[config.mk]
export PLATFORM = sky130hd
export DESIGN_NAME = baud_tick_gen
export DESIGN_NICKNAME = d
export VERILOG_FILES = /design/src/rtl/baud_tick_gen.sv
export SDC_FILE = /design/constraint.sdc
export NUM_CORES = 1
export LEC_CHECK = 0
export ABC_AREA = 1
export BUFFER_PORTS_ARGS = -buffer_cell sky130_fd_sc_hd__buf_2
export CAP_MARGIN = 30
export CORE_ASPECT_RATIO = 0.6
export CORE_UTILIZATION = 40
export CTS_BUF_LIST = sky130_fd_sc_hd__clkbuf_16
export CTS_CLUSTER_SIZE = 24
export DETAILED_ROUTE_END_ITERATION = 7
export GPL_TIMING_DRIVEN = 0
export SLEW_MARGIN = 20
export SYNTH_ARGS = -nofsm -noshare
export SYNTH_HDL_FRONTEND = slang
export SYNTH_SLANG_ARGS = --single-unit
export TNS_END_PERCENT = 20
[constraint.sdc]
create_clock -name clk -period 3.9 [get_ports clk]
set_clock_uncertainty 0.05 [all_clocks]
set_input_delay 0.39 -clock clk [delete_from_list [all_inputs] [get_ports clk]]
set_output_delay 0.39 -clock clk [all_outputs]
set_load 0.005 [all_outputs]
[src/rtl/baud_tick_gen.sv]
// Programmable baud-rate tick generator: prescaler, oversampler and one-shot frame counter.
// Produces oversample, mid-bit and end-of-bit strobes for the UART TX/RX engines.
module baud_tick_gen #(
  parameter int unsigned DIV_W   = 16,
  parameter int unsigned OS_RATE = 16,
  parameter int unsigned FB_W    = 4,
  parameter int unsigned RST_DIV = 650
) (
  input  logic             clk,
  input  logic             rst_n,
  input  logic             en,
  input  logic             start,
  input  logic             stop,
  input  logic             mode,
  input  logic [FB_W-1:0]  frame_bits,
  input  logic             div_load,
  input  logic [DIV_W-1:0] div_in,
  output logic             os_tick,
  output logic             mid_tick,
  output logic             bit_tick,
  output logic             done,
  output logic             busy
);

  localparam int unsigned OcntW = (OS_RATE > 1) ? $clog2(OS_RATE) : 1;
  localparam logic [OcntW-1:0] OcntLast = OcntW'(OS_RATE - 1);
  localparam logic [OcntW-1:0] OcntMid  = OcntW'(OS_RATE / 2 - 1);

  typedef enum logic [0:0] {StIdle, StRun} state_e;

  state_e             state_q, state_d;
  logic [DIV_W-1:0]   div_q, div_d;
  logic [DIV_W-1:0]   pcnt_q, pcnt_d;
  logic [OcntW-1:0]   ocnt_q, ocnt_d;
  logic [FB_W-1:0]    bcnt_q, bcnt_d;
  logic               mode_q, mode_d;
  logic               busy_q, busy_d;
  logic               act;

  // Strobes are decodes of registered counters qualified by the current inputs.
  always_comb begin
    act      = (state_q == StRun) && en && !start && !stop;
    os_tick  = act && (pcnt_q >= div_q);
    mid_tick = os_tick && (ocnt_q == OcntMid);
    bit_tick = os_tick && (ocnt_q == OcntLast);
    done     = bit_tick && mode_q && (bcnt_q == '0);
    busy     = busy_q;
  end

  always_comb begin
    state_d = state_q;
    pcnt_d  = pcnt_q;
    ocnt_d  = ocnt_q;
    bcnt_d  = bcnt_q;
    mode_d  = mode_q;
    div_d   = div_load ? div_in : div_q;

    if (stop) begin
      state_d = StIdle;
      pcnt_d  = '0;
      ocnt_d  = '0;
      bcnt_d  = '0;
    end else if (start) begin
      state_d = StRun;
      pcnt_d  = '0;
      ocnt_d  = '0;
      bcnt_d  = (frame_bits == '0) ? '0 : frame_bits - FB_W'(1);
      mode_d  = mode;
    end else if (state_q == StRun) begin
      if (os_tick) begin
        pcnt_d = '0;
        ocnt_d = (ocnt_q == OcntLast) ? '0 : ocnt_q + OcntW'(1);
        if (bit_tick && mode_q) begin
          if (bcnt_q == '0) begin
            state_d = StIdle;
            ocnt_d  = '0;
          end else begin
            bcnt_d = bcnt_q - FB_W'(1);
          end
        end
      end else if (act) begin
        pcnt_d = pcnt_q + DIV_W'(1);
      end
    end

    busy_d = (state_d == StRun);
  end

  always_ff @(posedge clk) begin
    if (!rst_n) begin
      state_q <= StIdle;
      div_q   <= DIV_W'(RST_DIV);
      pcnt_q  <= '0;
      ocnt_q  <= '0;
      bcnt_q  <= '0;
      mode_q  <= 1'b0;
      busy_q  <= 1'b0;
    end else begin
      state_q <= state_d;
      div_q   <= div_d;
      pcnt_q  <= pcnt_d;
      ocnt_q  <= ocnt_d;
      bcnt_q  <= bcnt_d;
      mode_q  <= mode_d;
      busy_q  <= busy_d;
    end
  end

endmodule

==> flow_metrics.env, run 1 <==
export IMPL_rsz0062_at_grt="no"
export IMPL_n_antenna_cell=0
export IMPL_detailedRoute_firstIterationViolations=92
export IMPL_drt_total_wl_um=5228
export IMPL_placement_setup_worst_slack_ns=1.560
export IMPL_ant_nets=0
export IMPL_p_sw_frac=0.2515
export IMPL_worstMarginPinSlew_ns=0.4904
export IMPL_final_period_minus_worst_setup_slack_ns=2.638
export IMPL_placed_cells=436
export IMPL_synthesis_area_um2=2372
export IMPL_dr_pass1_iters=5
export IMPL_crit_required_ns=3.46
export IMPL_gpl_final_weighted_congestion=0.7882
export IMPL_fin_nets=410
export IMPL_fp_row_count=21
export IMPL_timing_critical_path_from_type="flip-flop"
export IMPL_cts_hold_repair_buffers=0
export IMPL_worstSetupEndpointType="output port"
export IMPL_number_of_distinct_library_cell_variants_in_the_gate_level_netlist_after_synthesis=35
export IMPL_synth_yosys_seq_area_share=0.3544
export IMPL_insertion_delay_ns=0.29
export IMPL_num_vias=2110
export IMPL_synthesis_area_per_instance_um2=7.277
export IMPL_initial_core_utilization=0.4199
export IMPL_highest_count_cells_in_the_layout_ignoring_fill_and_taps="50 x sky130_fd_sc_hd__nand2_1, 43 x sky130_fd_sc_hd__inv_1, 42 x sky130_fd_sc_hd__dfxtp_1"
export IMPL_post_route_drc_count=0
export IMPL_grt_pass1_wl_um=8562
export IMPL_power_share_clock=0.431
export IMPL_clock_path_buffers=2
export IMPL_drive_gt1_frac=0.1621
export IMPL_num_io_pins=32
export IMPL_synthesis_yosys_warnings=0
export IMPL_die_h_um=61.65
export IMPL_grt_total_usage=0.1846
export IMPL_tritoncts="built"
export IMPL_place_port_buffers=30
export IMPL_die_x_um=101.4
export IMPL_htree_levels=2
export IMPL_pin_count_of_the_biggest_net_entering_global_routing=14
export IMPL_drv_slew=0
export IMPL_status="complete, no violations"
export IMPL_area_delta_synth_final_pct=16.51
export IMPL_cp_cell_sequence="inv_1, ha_1, nand2_1, nor2_1, nor2_1, nand2_1, nand2_1, nand2_1, nand2_1, nand2_1, nand2_2, buf_4, nor4_1, buf_2"
export IMPL_ranking_of_synthesized_cells_by_area="sky130_fd_sc_hd__dfxtp_1 35%, sky130_fd_sc_hd__ha_1 11%, sky130_fd_sc_hd__a21oi_1 8.0%, sky130_fd_sc_hd__nand2_1 7.9%, sky130_fd_sc_hd__inv_1 6.8%"
export IMPL_synth_edf_count=0
export IMPL_comb_pwr_share=0.098
export IMPL_synth_flop_cell="sky130_fd_sc_hd__dfxtp_1"
export IMPL_postSynth_asyncResetShare=0
export IMPL_vdd_ir_drop_worst_uv=185.1
export IMPL_num_fill_cells=563
export IMPL_synth_top_cell_by_area="sky130_fd_sc_hd__dfxtp_1"
export IMPL_max_cap_viol_count=0
export IMPL_layout_cells_non_filler=444
export IMPL_hpwl_um=3985
export IMPL_grt_overflow=0
export IMPL_post_drt_wl_per_cell_um=11.77
export IMPL_setup_ws_ns=1.262
export IMPL_post_cts_resized=0
export IMPL_netlist_instances=326
export IMPL_power_density_cell_area_nw_per_um2=345.1
export IMPL_layout_worst_path_cycle_share=0.6764
export IMPL_crit_path_slowest_cell="sky130_fd_sc_hd__dfxtp_1"
export IMPL_postCtsSetupBuffers=0
export IMPL_syn_num_nets=373
export IMPL_critical_path_max_fanout=10
export IMPL_worst_setup_hold_path_clk_slew_ns=0.06
export IMPL_number_of_global_route_vias_before_repair=1779
export IMPL_most_common_cell_after_layout_fill_and_taps_aside="sky130_fd_sc_hd__nand2_1"
export IMPL_ys_ff_latch=42
export IMPL_setup_worst_path_class="reg -> out"
export IMPL_max_slew_margin_rel=0.6731
export IMPL_cts_sink_count=42
export IMPL_worst_hold_class="in -> reg"
export IMPL_antenna_found_initial=0
export IMPL_timing_critical_path_arrival_ns=2.20
export IMPL_path_common_cell="sky130_fd_sc_hd__nand2_1"
export IMPL_floorplan_die_area_um2=6253
export IMPL_internal_power_uw=713.9
export IMPL_final_setup_tns_ns=0
export IMPL_clock_fmax_mhz=379.1
export IMPL_route_detailed_vias_per_inst=4.752
export IMPL_cts_root_buf="sky130_fd_sc_hd__clkbuf_16"
export IMPL_sequential_cell_fraction_of_total_power=0.471
export IMPL_switching_component_of_the_power_uw=239.9
export IMPL_cts_buffers_inserted=5
export IMPL_finalHoldViolations=0
export IMPL_core_um2=5649
export IMPL_synth_top_area_share=0.3544
export IMPL_setup_violations_final=0
export IMPL_power_leakage_uw=0.001254
export IMPL_slowest_delay_ns=0.38
-- sequential cells by signal, indices dropped and copies added (netlist names) --
register  flops
ocnt_q        4
mode_q        1
pcnt_q       16
bcnt_q        4
busy          1
div_q        16
-- worst paths after layout --
path / to / startpoint / slack, ns / cells past startpoint
hold reg to reg: div_q[15] / div_q[15] / 0.42 / 2
setup / recovery: mid_tick / pcnt_q[0] / 1.26 / 14
setup reg to reg: pcnt_q[7] / pcnt_q[11] / 1.80 / 10
hold / removal: div_q[1] / div_in[1] / 0.26 / 3
-- cell usage after synthesis, drive strengths merged, types with 2 or more instances --
cell type	count
nor3b	3
clkinv	2
nor4	2
a211oi	2
o21ai	31
ha	20
nor2	41
nor3	8
nand4	5
dfxtp	42
nand2	54
inv	48
nand3	15
a21oi	38
clkbuf	5
-- layout make-up --
class / instances / area, um^2 / area share
multi-input cells: 228 / 1315 / 0.4758
flip-flops and latches: 42 / 840.8 / 0.3042
inverters: 50 / 190.2 / 0.06881
repair buffers: 30 / 150.1 / 0.05432
clock buffers: 5 / 125.1 / 0.04527
well taps: 80 / 100.1 / 0.03622
plain buffers: 6 / 26.28 / 0.009507
clock inverters: 3 / 16.27 / 0.005885
-- critical path, delay by kind of cell (launching register included) --
kind          cells  cell delay, ns
simple gates     10            0.80
buf+inv           3            0.45
flops             1            0.38
fa+ha+maj         1            0.28
-- power by group through the flow --
stage,clock network (uW),logic (uW),registers (uW)
final,411,93.3,450
after global routing,439,109,451
after CTS,420,93.7,450
after detailed placement,0,93.0,459
after global placement,0,91.4,459
after floorplan,0,61.9,458
-- kinds of logic after synthesis --
| group | count (synthesis) | share of synthesized area |
|---|---|---|
| xor+xnor | 2 | 0.007385 |
| flops | 42 | 0.3544 |
| buf+inv | 56 | 0.09125 |
| fa+ha+maj | 20 | 0.1055 |
| compound gates | 78 | 0.1756 |
| simple gates | 128 | 0.2658 |
-- metrics by stage --
| step | hold WS (ns) | power [uW] | util | instance area (um^2) |
|---|---|---|---|---|
| floorplan | 0.3886 | 519.5 | - | 2372 |
| CTS | 0.2591 | 963.1 | 0.4893 | 2764 |
| global placement | 0.4049 | 550.5 | 0.4642 | 2623 |
| finish | 0.2591 | 953.8 | 0.4893 | 2764 |
| global route | 0.2779 | 998.9 | 0.4893 | 2764 |
| detailed placement | 0.4120 | 552.2 | 0.4642 | 2623 |
-- routing by layer --
metal	GRT usage	vias to the layer above	wire (um)
met5	0	-	0
met2	0.2595	40	1889
met3	0.04086	4	269
met4	0.08075	0	59
li1	-	1158	-
met1	0.2695	908	3010
Note: power is estimated with default switching activity, not from simulation.
==> run 2, diff against run 1 <==
--- a/config.mk
+++ b/config.mk
@@ -5,7 +5,7 @@
 export SDC_FILE = /design/constraint.sdc
 export NUM_CORES = 1
 export LEC_CHECK = 0
-export ABC_AREA = 1
+export ABC_AREA = 0
 export BUFFER_PORTS_ARGS = -buffer_cell sky130_fd_sc_hd__buf_2
 export CAP_MARGIN = 30
 export CORE_ASPECT_RATIO = 0.6
==> constraint.sdc (replaced) <==
create_clock -name clk -period 2.65 [get_ports clk]
set_clock_uncertainty 0.05 [all_clocks]
set_input_delay 0.265 -clock clk [delete_from_list [all_inputs] [get_ports clk]]
set_output_delay 0.265 -clock clk [all_outputs]
set_load 0.005 [all_outputs]
==> flow_metrics.env, run 2 <==
export IMPL_status="complete, no violations"
export IMPL_synth_xor_area_share=0.05218
export IMPL_synth_adder_area_share=0.1065
export IMPL_synth_top_area_share=0.3578
export IMPL_die_x_um=100.9
export IMPL_synthesis_area_um2=2350
export IMPL_crit_required_ns=2.34
export IMPL_antenna_found_initial=0
export IMPL_area_delta_synth_final_pct=22.15
export IMPL_worstSetupEndpointType="output port"
export IMPL_leading_registers_by_flop_count="div_q: 16 flops, pcnt_q: 16 flops"
export IMPL_insertion_delay_ns=0.28
export IMPL_dr_pass1_iters=4
export IMPL_synthesis_area_per_instance_um2=8.671
export IMPL_worstMarginPinSlew_ns=0.7161
export IMPL_largest_family_of_logic_cells_by_synthesized_area="simple AND/OR/NAND/NOR gates"
export IMPL_met3_routed_wl_um=255
export IMPL_worst_hold_class="in -> reg"
export IMPL_number_of_global_route_vias_before_repair=1644
export IMPL_place_port_buffers=30
export IMPL_core_um2=5623
export IMPL_worst_setup_hold_path_clk_slew_ns=0.06
export IMPL_finalHoldViolations=0
export IMPL_synthesis_yosys_warnings=0
export IMPL_most_common_cell_after_layout_fill_and_taps_aside="sky130_fd_sc_hd__dfxtp_1"
export IMPL_cts_hold_repair_buffers=0
export IMPL_tritoncts="built"
export IMPL_ff_latch_area_um2=849.6
export IMPL_met1_length_um=2942
export IMPL_synth_edf_count=0
export IMPL_grt_total_usage=0.1734
export IMPL_ant_nets=0
export IMPL_synth_simple_gate_area_share=0.2343
export IMPL_floorplan_die_area_um2=6195
export IMPL_critical_path_max_fanout=4
export IMPL_pin_count_of_the_biggest_net_entering_global_routing=13
export IMPL_num_vias=1973
export IMPL_power_density_cell_area_nw_per_um2=476.7
export IMPL_hpwl_um=3809
export IMPL_synth_yosys_seq_area_share=0.3578
export IMPL_multi_input_area_um2=1454
export IMPL_synth_flop_cell="sky130_fd_sc_hd__dfxtp_1"
export IMPL_postLayoutCoreUtil=0.5105
export IMPL_htree_levels=2
export IMPL_power_total_uw=1368
export IMPL_cts_root_buf="sky130_fd_sc_hd__clkbuf_16"
export IMPL_rsz0062_at_grt="yes"
export IMPL_synth_top_cell_by_area="sky130_fd_sc_hd__dfxtp_1"
export IMPL_postSynth_asyncResetShare=0
export IMPL_gpl_final_weighted_congestion=0.8139
export IMPL_n_antenna_cell=0
export IMPL_detailedRoute_firstIterationViolations=107
export IMPL_setup_worst_path_class="reg -> out"
export IMPL_route_detailed_vias_per_inst=4.995
export IMPL_layout_worst_path_cycle_share=0.9950
export IMPL_die_h_um=61.37
export IMPL_post_route_drc_count=0
export IMPL_cts_sink_count=42
export IMPL_grt_pass1_wl_um=8045
export IMPL_cts_buffers_inserted=5
export IMPL_vdd_ir_drop_worst_uv=261.4
export IMPL_fin_nets=361
export IMPL_highest_count_cells_in_the_layout_ignoring_fill_and_taps="37 x sky130_fd_sc_hd__dfxtp_1, 32 x sky130_fd_sc_hd__buf_2, 25 x sky130_fd_sc_hd__nor2_1"
export IMPL_yosys_cell_count_top_type="sky130_fd_sc_hd__dfxtp_1"
export IMPL_final_period_minus_worst_setup_slack_ns=2.637
export IMPL_max_cap_viol_count=0
export IMPL_ranking_of_synthesized_cells_by_area="sky130_fd_sc_hd__dfxtp_1 36%, sky130_fd_sc_hd__ha_1 11%, sky130_fd_sc_hd__mux2i_1 5.1%, sky130_fd_sc_hd__nor2_1 4.2%, sky130_fd_sc_hd__nor2b_1 4.0%"
export IMPL_synth_top_cells_by_count="42 x sky130_fd_sc_hd__dfxtp_1, 26 x sky130_fd_sc_hd__nor2_1, 22 x sky130_fd_sc_hd__inv_1"
export IMPL_synthesized_area_fraction_occupied_by_ao_oa_aoi_and_oai_cells=0.1427
export IMPL_timing_critical_path_from_type="flip-flop"
export IMPL_drt_total_wl_um=5154
export IMPL_drive_gt1_frac=0.2159
export IMPL_ys_ff_latch=42
export IMPL_grt_overflow=0
export IMPL_syn_num_nets=318
export IMPL_highest_metal_layer_used_by_the_detailed_router="met4"
export IMPL_num_fill_cells=552
export IMPL_post_drt_wl_per_cell_um=13.05
export IMPL_timing_critical_path_arrival_ns=2.32
export IMPL_number_of_distinct_library_cell_variants_in_the_gate_level_netlist_after_synthesis=41
export IMPL_clock_path_buffers=2
export IMPL_dr_wl_met2_um=1937
export IMPL_fp_row_count=21
export IMPL_num_io_pins=32
export IMPL_synthMuxAreaShare=0.05112
export IMPL_drv_slew=0
export IMPL_netlist_instances=271
export IMPL_max_slew_margin_rel=0.5226
export IMPL_clock_fmax_mhz=379.3
export IMPL_setup_violations_final=0
export IMPL_initial_core_utilization=0.4179
export IMPL_power_leakage_uw=0.001198
## run 2: changes by cell type after synthesis, moves of 8 or more
cell and change:
sky130_fd_sc_hd__xor2_1 +8, sky130_fd_sc_hd__o21ai_0 -23, sky130_fd_sc_hd__inv_1 -21, sky130_fd_sc_hd__nor2_1 -8, sky130_fd_sc_hd__nor2b_1 +15, sky130_fd_sc_hd__mux2i_1 +12, sky130_fd_sc_hd__a21oi_1 -26, sky130_fd_sc_hd__nand2_1 -30
## run 2: worst paths after layout
| kind | start | end | slack (ns) | cells after the start |
|---|---|---|---|---|
| setup / recovery | div_q[5] | mid_tick | 0.01 | 10 |
| hold / removal | div_in[3] | div_q[3] | 0.15 | 3 |
| setup reg to reg | div_q[5] | bcnt_q[3] | 0.29 | 10 |
| hold reg to reg | div_q[1] | div_q[1] | 0.45 | 2 |
## run 2: metal layers
layer,up-vias,global-route usage
li1,1035,-
met1,897,0.2785
met2,39,0.2241
met3,2,0.04313
met4,0,0.03727
met5,-,0
## run 2: area by class of cell
class                      instances  share of cell area
buffer                             8             0.01787
clock buffer                       5             0.04359
clock inverter                     3            0.004359
inverter                          22             0.02877
multi-input combinational        199              0.5065
sequential                        42              0.2960
tap                               80             0.03487
timing repair buffer              36             0.06800
## run 2: cell families (layout without fill, tap and decap cells)
kind of cell | Yosys count | count (layout)
compound gates | 47 | 47
xor+xnor | 14 | 14
fa+ha+maj | 20 | 20
buf+inv | 30 | 74
flops | 42 | 42
mux | 12 | 12
simple gates | 106 | 106
## run 2: per-stage QoR
stage | cells | cell area (um^2) | setup WS, ns | hold WS (ns) | TNS (ns)
floorplan | 271 | 2350 | 0.2890 | 0.3432 | 0
global placement | 381 | 2600 | -0.04288 | 0.4344 | -0.09693
detailed placement | 381 | 2600 | -0.04122 | 0.4353 | -0.09558
CTS | 395 | 2840 | 0.0008686 | 0.1530 | 0
global route | 395 | 2870 | -0.07042 | 0.1764 | -0.2528
finish | 395 | 2870 | 0.01335 | 0.1538 | 0
## run 2: report_power, final
part | switching, uW | internal (uW)
logic | 67.9 | 59.7
clock network | 240 | 341
registers | 10.6 | 649
## run 2: what timing repair did
| action | CTS | global route |
|---|---|---|
| pin swaps | 8 | 2 |
| endpoints found under the setup margin | 4 | 4 |
| gates cloned | 0 | 0 |
| resized for setup | 14 | 6 |
| setup buffers | 6 | 0 |
## run 2: worst max-delay path: stages (launching register included)
cell and delay (ns):
sky130_fd_sc_hd__dfxtp_2 0.34, sky130_fd_sc_hd__inv_2 0.05, sky130_fd_sc_hd__ha_4 0.20, sky130_fd_sc_hd__or3_4 0.36, sky130_fd_sc_hd__a21oi_2 0.14, sky130_fd_sc_hd__nor3_2 0.06
sky130_fd_sc_hd__a2111oi_4 0.41, sky130_fd_sc_hd__buf_6 0.17, sky130_fd_sc_hd__nand2b_4 0.14, sky130_fd_sc_hd__nor3_2 0.04, sky130_fd_sc_hd__buf_2 0.12
